## src/rtl/pingpong_frame_buffer.sv

```systemverilog
// ---------------------------------------------------------------------------
// pingpong_frame_buffer
//
// Ingest buffer between the wide receiver input and the DSP data-memory
// banks. Each accepted IN_W-bit sample is split into LANES = IN_W/WORD_W
// words, least-significant lane first, and written to consecutive addresses
// of the bank currently being filled. When a bank holds FRAME_LEN words it
// is handed to the DSP (frame_done/frame_bank) and filling moves to the next
// bank. The DSP hands banks back with a release pulse. A bank the DSP holds
// is never written.
//
// Ports
//   clk           system clock, rising edge
//   rst           synchronous reset, active high
//   in_valid      input sample valid
//   in_data       input sample (IN_W bits)
//   in_ready      buffer accepts a sample this cycle
//   wr_en         per-bank write enable (one-hot or zero)
//   wr_addr       per-bank write address, bank k at slice k
//   wr_data       per-bank write data, bank k at slice k
//   frame_done    one-cycle pulse: a bank has just been filled
//   frame_bank    index of the bank just filled, valid with frame_done
//   release_pulse DSP has finished with a bank (one-cycle pulse); named
//                 this way because "release" is a reserved word
//   release_bank  bank being returned, sampled with release_pulse
//   release_err   sticky: a release named a bank the DSP does not hold
//   drop_count    samples discarded while no bank is free (DROP_ON_FULL=1),
//                 saturating at 0xFFFF
// ---------------------------------------------------------------------------
module pingpong_frame_buffer #(
  parameter int IN_W         = 32,
  parameter int WORD_W       = 16,
  parameter int ADDR_W       = 16,
  parameter int FRAME_LEN    = 256,
  parameter int NUM_BANKS    = 2,
  parameter int DROP_ON_FULL = 0,
  parameter int BANK_W       = 2
) (
  input  logic                        clk,
  input  logic                        rst,
  input  logic                        in_valid,
  input  logic [IN_W-1:0]             in_data,
  output logic                        in_ready,
  output logic [NUM_BANKS-1:0]        wr_en,
  output logic [NUM_BANKS*ADDR_W-1:0] wr_addr,
  output logic [NUM_BANKS*WORD_W-1:0] wr_data,
  output logic                        frame_done,
  output logic [BANK_W-1:0]           frame_bank,
  input  logic                        release_pulse,
  input  logic [BANK_W-1:0]           release_bank,
  output logic                        release_err,
  output logic [15:0]                 drop_count
);

  localparam int LANES  = IN_W / WORD_W;
  localparam int LANE_W = (LANES > 1) ? $clog2(LANES) : 1;

  localparam logic [LANE_W-1:0] LAST_LANE = LANE_W'(LANES - 1);
  localparam logic [ADDR_W-1:0] LAST_ADDR = ADDR_W'(FRAME_LEN - 1);
  localparam logic [BANK_W-1:0] LAST_BANK = BANK_W'(NUM_BANKS - 1);

  typedef enum logic [1:0] {
    IDLE,
    SERIAL,
    WAIT_BANK
  } state_t;

  state_t               state;
  logic [BANK_W-1:0]    fill_bank;
  logic [ADDR_W-1:0]    word_addr;
  logic [LANE_W-1:0]    lane_idx;
  logic [IN_W-1:0]      sample_r;
  logic [NUM_BANKS-1:0] held;

  logic [NUM_BANKS-1:0] rel_hit;
  logic [NUM_BANKS-1:0] fill_onehot;
  logic [BANK_W-1:0]    next_bank;
  logic                 rel_bad;
  logic                 next_held;
  logic                 fill_held;
  logic                 last_lane;
  logic                 last_word;
  logic                 frame_end;
  logic                 ready_state;
  logic                 accept;

  // Decode of the current bank bookkeeping.
  // A release is legal only for a bank the DSP currently holds; that also
  // covers the bank being filled (never held while filling) and indices past
  // NUM_BANKS (no match in the loop). While stalled in WAIT_BANK the fill
  // bank is still held, so releasing it there is the normal way out.
  // next_held already accounts for a same-cycle release of the bank we are
  // about to advance onto, so that case skips WAIT_BANK entirely.
  always_comb begin
    rel_hit     = '0;
    fill_onehot = '0;
    next_held   = 1'b0;
    fill_held   = 1'b0;
    next_bank   = (fill_bank == LAST_BANK) ? '0 : fill_bank + BANK_W'(1);
    for (int k = 0; k < NUM_BANKS; k++) begin
      if (release_pulse && (release_bank == BANK_W'(k)) && held[k]) begin
        rel_hit[k] = 1'b1;
      end
      if (fill_bank == BANK_W'(k)) begin
        fill_onehot[k] = 1'b1;
        fill_held      = held[k];
      end
      if (next_bank == BANK_W'(k)) begin
        next_held = held[k] & ~rel_hit[k];
      end
    end
    rel_bad     = release_pulse && (rel_hit == '0);
    last_lane   = (lane_idx == LAST_LANE);
    last_word   = (word_addr == LAST_ADDR);
    frame_end   = (state == SERIAL) && last_lane && last_word;
    ready_state = (state == IDLE) || ((DROP_ON_FULL != 0) && (state == WAIT_BANK));
  end

  // in_ready is forced low while reset is asserted so nothing is offered as
  // accepted during reset, yet it rises on the very first cycle after.
  assign in_ready = ready_state && !rst;
  assign accept   = in_valid && in_ready;

  // Main sequencer: handshake, serialiser, write port, frame hand-off and
  // bank ownership all advance together here. Write strobes and frame_done
  // default low every cycle so they are single-cycle pulses; the address and
  // data slices of banks not being written keep their last value.
  always_ff @(posedge clk) begin
    if (rst) begin
      state       <= IDLE;
      fill_bank   <= '0;
      word_addr   <= '0;
      lane_idx    <= '0;
      sample_r    <= '0;
      held        <= '0;
      wr_en       <= '0;
      wr_addr     <= '0;
      wr_data     <= '0;
      frame_done  <= 1'b0;
      frame_bank  <= '0;
      release_err <= 1'b0;
      drop_count  <= '0;
    end else begin
      wr_en      <= '0;
      frame_done <= 1'b0;
      held       <= (held & ~rel_hit) | (frame_end ? fill_onehot : '0);
      if (rel_bad) begin
        release_err <= 1'b1;
      end

      case (state)
        IDLE: begin
          if (accept) begin
            sample_r <= in_data;
            lane_idx <= '0;
            state    <= SERIAL;
          end
        end

        SERIAL: begin
          wr_en <= fill_onehot;
          for (int k = 0; k < NUM_BANKS; k++) begin
            if (fill_onehot[k]) begin
              wr_addr[k*ADDR_W +: ADDR_W] <= word_addr;
              wr_data[k*WORD_W +: WORD_W] <= sample_r[WORD_W-1:0];
            end
          end
          sample_r <= sample_r >> WORD_W;
          lane_idx <= lane_idx + LANE_W'(1);
          // FRAME_LEN is a multiple of LANES, so the last word of a frame
          // always coincides with the last lane of a sample.
          if (frame_end) begin
            frame_done <= 1'b1;
            frame_bank <= fill_bank;
            fill_bank  <= next_bank;
            word_addr  <= '0;
            state      <= next_held ? WAIT_BANK : IDLE;
          end else begin
            word_addr <= word_addr + ADDR_W'(1);
            if (last_lane) begin
              state <= IDLE;
            end
          end
        end

        WAIT_BANK: begin
          if (!fill_held) begin
            state <= IDLE;
          end
          if ((DROP_ON_FULL != 0) && accept && (drop_count != 16'hFFFF)) begin
            drop_count <= drop_count + 16'd1;
          end
        end

        default: state <= IDLE;
      endcase
    end
  end

endmodule

```

## config.mk

```make
export PLATFORM = sky130hd
export DESIGN_NAME = pingpong_frame_buffer
export DESIGN_NICKNAME = d
export VERILOG_FILES = /design/src/rtl/pingpong_frame_buffer.sv
export SDC_FILE = /design/constraint.sdc
export NUM_CORES = 1
export LEC_CHECK = 0
export CAP_MARGIN = 30
export CORE_MARGIN = 2
export CORE_UTILIZATION = 48
export DETAILED_ROUTE_END_ITERATION = 7
export PLACE_DENSITY = 0.82
export SETUP_SLACK_MARGIN = 0.1
export SYNTH_ARGS = -nofsm -noshare
export SYNTH_HDL_FRONTEND = slang
export SYNTH_SLANG_ARGS = --single-unit
```

## constraint.sdc

```tcl
create_clock -name clk -period 2.2 [get_ports clk]
set_input_delay 0.44 -clock clk [delete_from_list [all_inputs] [get_ports clk]]
set_output_delay 0.44 -clock clk [all_outputs]
set_load 0.01 [all_outputs]
```

==> results of run 1 <==
-- sequential cells by signal (all words and copies together) (netlist names) --
signal	flops
state	2
fill_bank	2
frame_done	1
lane_idx	1
sample_r	32
frame_bank	2
release_err	1
wr_addr	32
held	2
wr_en	2
wr_data	32
word_addr	16
-- kinds of logic (layout without fill, tap and decap cells) --
logic type / count (synthesis) / in the layout / synth area share
simple gates: 304 / 304 / 0.270
flops: 125 / 125 / 0.518
mux: 3 / 3 / 0.00674
compound gates: 107 / 107 / 0.118
other cells: 1 / 16 / 0.000776
fa+ha+maj: 1 / 1 / 0.00259
buf+inv: 62 / 165 / 0.0637
xor+xnor: 11 / 11 / 0.0199
-- routing by layer --
| layer | vias up | wire length (um) | GRT usage | share of wire |
|---|---|---|---|---|
| li1 | 2217 | - | - | - |
| met1 | 2120 | 5290 | 0.282 | 0.40 |
| met2 | 228 | 6640 | 0.424 | 0.50 |
| met3 | 36 | 946 | 0.0576 | 0.071 |
| met4 | 0 | 368 | 0.115 | 0.028 |
| met5 | - | 0 | 0 | 0 |
-- metrics by stage --
stage          cell area (um^2)  hold slack (ps)  std cells  worst slack, ps
2_1_floorplan              4890              437        629              196
3_3_place_gp               6020              437        833             70.5
3_5_place_dp               6020              443        833             13.7
4_1_cts                    6660              451        865              167
5_1_grt                    6660              465        865              101
6_report                   6660              449        865              136
-- placed cells by master, fill, tap and decap left out, drive strengths merged, types with 6 or more instances in the layout --
cell type and count:
a21oi 91, buf 25, clkbuf 18, clkdlybuf4s50 106, conb 16, dfxtp 125
nand2 171, nand3 10, nor2 68, nor4 21, o21ai 6, xnor2 9
-- what timing repair did --
item	4_1_cts	5_1_grt
gates resized for setup	3	2
endpoints found under the hold margin	0	0
pin swaps	0	0
endpoints found under the setup margin	2	1
-- worst paths after layout --
kind                            slack (ps)  cells past startpoint                         to
worst max-delay path                   140                      4  fill_bank[0]$_SDFFE_PP0P_
worst min-delay path                   450                      2   release_err$_SDFFE_PP0P_
worst max register to register         140                      4  fill_bank[0]$_SDFFE_PP0P_
worst min register to register         450                      2   release_err$_SDFFE_PP0P_
-- worst max-delay path: cells and delay by family, from the launching register on --
kind | cells | cell delay (ps)
and+or+nand+nor | 3 | 1390
DFF | 1 | 380
AOI/OAI and AO/OA | 1 | 200
-- power by group --
group          total, mW  switching [mW]  internal (mW)
sequential          2.41          0.0688           2.34
combinational      0.467           0.272          0.195
clock               2.93            1.06           1.87
-- final cells by class --
type                    instances  area, um^2
clock buffers                  18         418
clock inverters                14         209
fillers                       735        3120
inverters                       1        3.75
multi-input cells             442        2090
flip-flops and latches        125        2500
well taps                     133         166
repair buffers                132        1270
==> flow_summary.toml, run 1 <==
[run_status]
status = "finished, final reports clean"

[place]
gp_congestion = 0.858
portBuffers = 108
hpwl_um = 8870

[synth]
synth_ff_type = "dfxtp_1"
netlist_instances = 614
synth_area_leaders = "dfxtp_1 (52%), nand2_1 (13%), a21oi_1 (9.4%)"
synth_top_area_share = 0.518
yosys.area.top_type = "dfxtp_1"
synth.distinct_cells = 39
ys_seq_area_frac = 0.518
ys_ff_latch = 125
synth.most_common_cell = "nand2_1"
yosys_warnings = 0
synth_edf_count = 0
netlist_top_cells_count = "nand2_1 (171), dfxtp_1 (125), a21oi_1 (91)"
syn-cell-area_um2 = 4830
async_flop_share = 0
avgSynthCellArea_um2 = 7.87

[hold_path]
hold_path_startpoint = "release_err$_SDFFE_PP0P_"
min_path_type = "reg2reg"

[power]
p_per_area_nw_per_um2 = 871
peakVddDrop_mv = 0.475
total_power_mw = 5.80
p_leak_nw = 2.37

[floorplan]
row_count = 36
die_w_um = 104
ioPinCount = 125
die_h_um = 104
dieArea_um2 = 10900
start_util = 0.494
core_um2 = 9770

[timing]
fmax_mhz = 485
finalSetupViolations = 0
final.period_utilization = 0.938
maxSlewHeadroom = 0.583
tns_ps = 0
finalHoldViolCount = 0
rsz0062_at_grt = "false"
fin_crit_ps = 2060
tightest_slew_ps = 625
slew_violations = 0
fin_worst_skew_ps = 9.47

[grt]
grt.total_usage = 0.244
gr-total-overflow = 0
grt_pass1_vias = 4491
grt_pass1_wl_um = 21400
antenna_found_initial = 0
grt_max_degree = 62

[cts]
cts_hold_buf = 0
htreeDepth = 4
tritoncts = "yes"
root_buffer = "clkbuf_8"
cts_buffer_depth = 2
path_clk_slew_ps = 60
cts_buffers = 17
cts_setup_buffers = 0
cts.sinks = 125
worstSkewPairLatency_ps = 510

[worst_setup_path]
crit_chain = "or4_4, or4_4, or3_1, a21oi_1"
crit_arrival_ps = 2480
crit_type = "reg2reg"
cp_common_cell = "or4_4"
crit_path_max_fanout = 7
end_kind = "flip-flop"
startpoint_type = "flip-flop"
r2r_start = "word_addr[8]$_SDFFE_PP0P_"
cp.required_ps = 2620
slowest_stage = "or4_4"
slowest_delay_ps = 570
crit_path_start = "word_addr[8]$_SDFFE_PP0P_"

[route]
drt_first_pass_iters = 6
vias = 4601
drcViolationCount = 0
wl_per_cell_um = 15.3
first_iter_violations = 320
via_per_inst = 5.32
ant_nets = 0
drt_wl_total_um = 13200

[cells_and_area]
final_core_util = 0.681
area_growth_syn_to_layout_pct = 37.9
diodes = 0
nets = 758
final_layout_size_suffix_gt1_frac = 0.0929

[flow_run]
maxCapViolCount = 0
No activity file was read; power rests on OpenSTA's default activity.
==> run 2: changes to the inputs <==
--- a/config.mk
+++ b/config.mk
@@ -10,4 +10,5 @@
 export CORE_UTILIZATION = 48
 export DETAILED_ROUTE_END_ITERATION = 7
+export GPL_ROUTABILITY_DRIVEN = 0
 export PLACE_DENSITY = 0.82
 export SETUP_SLACK_MARGIN = 0.1
==> constraint.sdc (replaced) <==
create_clock -name clk -period 1.91 [get_ports clk]
set_input_delay 0.2865 -clock clk [delete_from_list [all_inputs] [get_ports clk]]
set_output_delay 0.2865 -clock clk [all_outputs]
set_load 0.01 [all_outputs]
==> run 2 against run 1 <==
  * Total power up 12%
  * Clock skew up 4.8 ps
  * Die area unchanged
  * Count of clock-buffer cells in the layout down 1
  * Core utilization up 1.5 points
  * Sequential cell count unchanged
  * Clock power up 7.8%
  * Largest cell class unchanged
  * Largest power group unchanged
==> flow_summary.toml, run 2 (synthesis results as in run 1) <==
[place]
dp_cells = 846
hpwl_um = 8910
portBuffers = 108

[floorplan]
ioPinCount = 125
dieArea_um2 = 10900
row_count = 36
die_w_um = 104
start_util = 0.494
die_h_um = 104
core_um2 = 9770

[power]
switching_share = 0.256
p_seq_frac = 0.428
p_leak_nw = 2.44
switching_power_mw = 1.66
peakVddDrop_mv = 0.703
intPower_mw = 4.83
power.share.clock = 0.487
p_per_area_nw_per_um2 = 954
p_comb_frac = 0.085

[cells_and_area]
nets = 773
fill_cells = 738
diodes = 0
top_regs = "sample_r (32), wr_addr (32), wr_data (32)"
area_growth_syn_to_layout_pct = 40.9
final-instance-count-excl-fill = 880
final_cell_mix = "nand2_1 (168), dfxtp_1 (121), clkdlybuf4s50_1 (106), a21oi_1 (90), nor2_1 (68)"
final_layout_size_suffix_gt1_frac = 0.131
final_common_cell = "nand2_1"
regArea_um2 = 2510
multi_input_area_um2 = 2150

[timing]
slew_violations = 0
tightest_slew_ps = 744
final.period_utilization = 0.997
finalSetupViolations = 0
fin_worst_skew_ps = 14.2
timing.hold.ws_ps = 259
fmax_mhz = 525
rsz0062_at_grt = "true"
maxSlewHeadroom = 0.504
finalHoldViolCount = 0
fin_crit_ps = 1900

[route]
wl_per_cell_um = 15.2
drcViolationCount = 0
first_iter_violations = 287
vias = 4745
ant_nets = 0
drt_wl_total_um = 13400
drt_first_pass_iters = 5
via_per_inst = 5.39

[grt]
grt_pass1_wl_um = 21300
grt.total_usage = 0.245
antenna_found_initial = 0
gr-total-overflow = 0
grt_pass1_vias = 4553
grt_max_degree = 78

[cts]
cts_hold_buf = 0
path_clk_slew_ps = 60
tritoncts = "yes"
cts_buffers = 17
htreeDepth = 4
worstSkewPairLatency_ps = 520
root_buffer = "clkbuf_8"
cts.sinks = 125
cts_buffer_depth = 2

[flow_run]
maxCapViolCount = 0

[worst_setup_path]
r2r-end = "fill_bank[0]$_SDFFE_PP0P_"
r2r_start = "word_addr[9]$_SDFFE_PP0P_"
rrSetupSlack_ps = 6
end_kind = "flip-flop"
cp.required_ps = 2350
startpoint_type = "flip-flop"
crit_type = "reg2reg"
ff2ff_path_depth = 4
crit_arrival_ps = 2340
crit_path_max_fanout = 5

[run_status]
status = "finished, final reports clean"

[hold_path]
whs_endpoint = "sample_r[30]$_SDFFE_PP0P_"
hold_depth = 3
min_path_type = "in2reg"
hold_path_startpoint = "rst"
run 2: cell types whose count changed in the layout (fill, tap and decap cells not counted), moves of 3 or more:
| cell | previous run | this run |
|---|---|---|
| buf_4 | 23 | 34 |
| inv_6 | 3 | 6 |
| clkinv_4 | 5 | 2 |
| nand2_1 | 171 | 168 |
| nand2_2 | 0 | 3 |
run 2: worst max-delay path by stage:
stage	from	endpoint	cells after the start	slack (ps)
final	word_addr[9]$_SDFFE_PP0P_	fill_bank[0]$_SDFFE_PP0P_	4	6
after global routing	word_addr[8]$_SDFFE_PP0P_	state[1]$_SDFFE_PP0P_	4	-20
after CTS	state[0]$_SDFFE_PP0P_	in_ready	3	2
after detailed placement	in_valid	sample_r[10]$_SDFFE_PP0P_	5	-130
after global placement	in_valid	lane_idx$_SDFFE_PP0P_	5	-120
after floorplan	word_addr[8]$_SDFFE_PP0P_	state[1]$_SDFFE_PP0P_	6	-50
run 2: area by class of cell:
class,count,share of cell area
clock inverter,15,0.0254
multi-input combinational,443,0.316
tap,133,0.0245
clock buffer,17,0.0609
sequential,125,0.369
timing repair buffer,146,0.205
inverter,1,0.000552
run 2: metrics by stage:
step,TNS [ps],utilization,instance area (um^2),total power [mW],worst slack [ps]
floorplan,-545,-,4890,3.13,-50.0
global placement,-1700,0.628,6140,3.33,-123
detailed placement,-2820,0.628,6140,3.35,-131
CTS,0,0.693,6770,6.49,1.92
global route,-37.9,0.696,6800,6.69,-19.2
finish,0,0.696,6800,6.49,6.06
run 2: per-layer routing:
layer	up-vias	wire [um]	global-route usage
met3	45	1040	0.0670
met5	-	0	0
met4	0	429	0.128
met1	2188	5190	0.280
met2	258	6700	0.417
li1	2254	-	-
run 2: what timing repair did:
action | in CTS | in global routing
gates cloned | 0 | 1
gates resized for setup | 12 | 12
setup endpoints to repair | 32 | 57
pin swaps | 3 | 4
buffers inserted | 1 | 0
run 2: power by group through the flow:
stage / Combinational [mW] / Clock (mW) / Sequential [mW]
final: 0.554 / 3.16 / 2.78
after global routing: 0.608 / 3.30 / 2.78
after CTS: 0.537 / 3.19 / 2.77
after detailed placement: 0.526 / 0 / 2.82
after global placement: 0.512 / 0 / 2.82
after floorplan: 0.315 / 0 / 2.81
run 2: worst max-delay path: stages, from the launching register on:
cell and delay (ps):
dfxtp_1 320, or3_1 430, or4_4 590, or3_4 350, a21oi_2 140
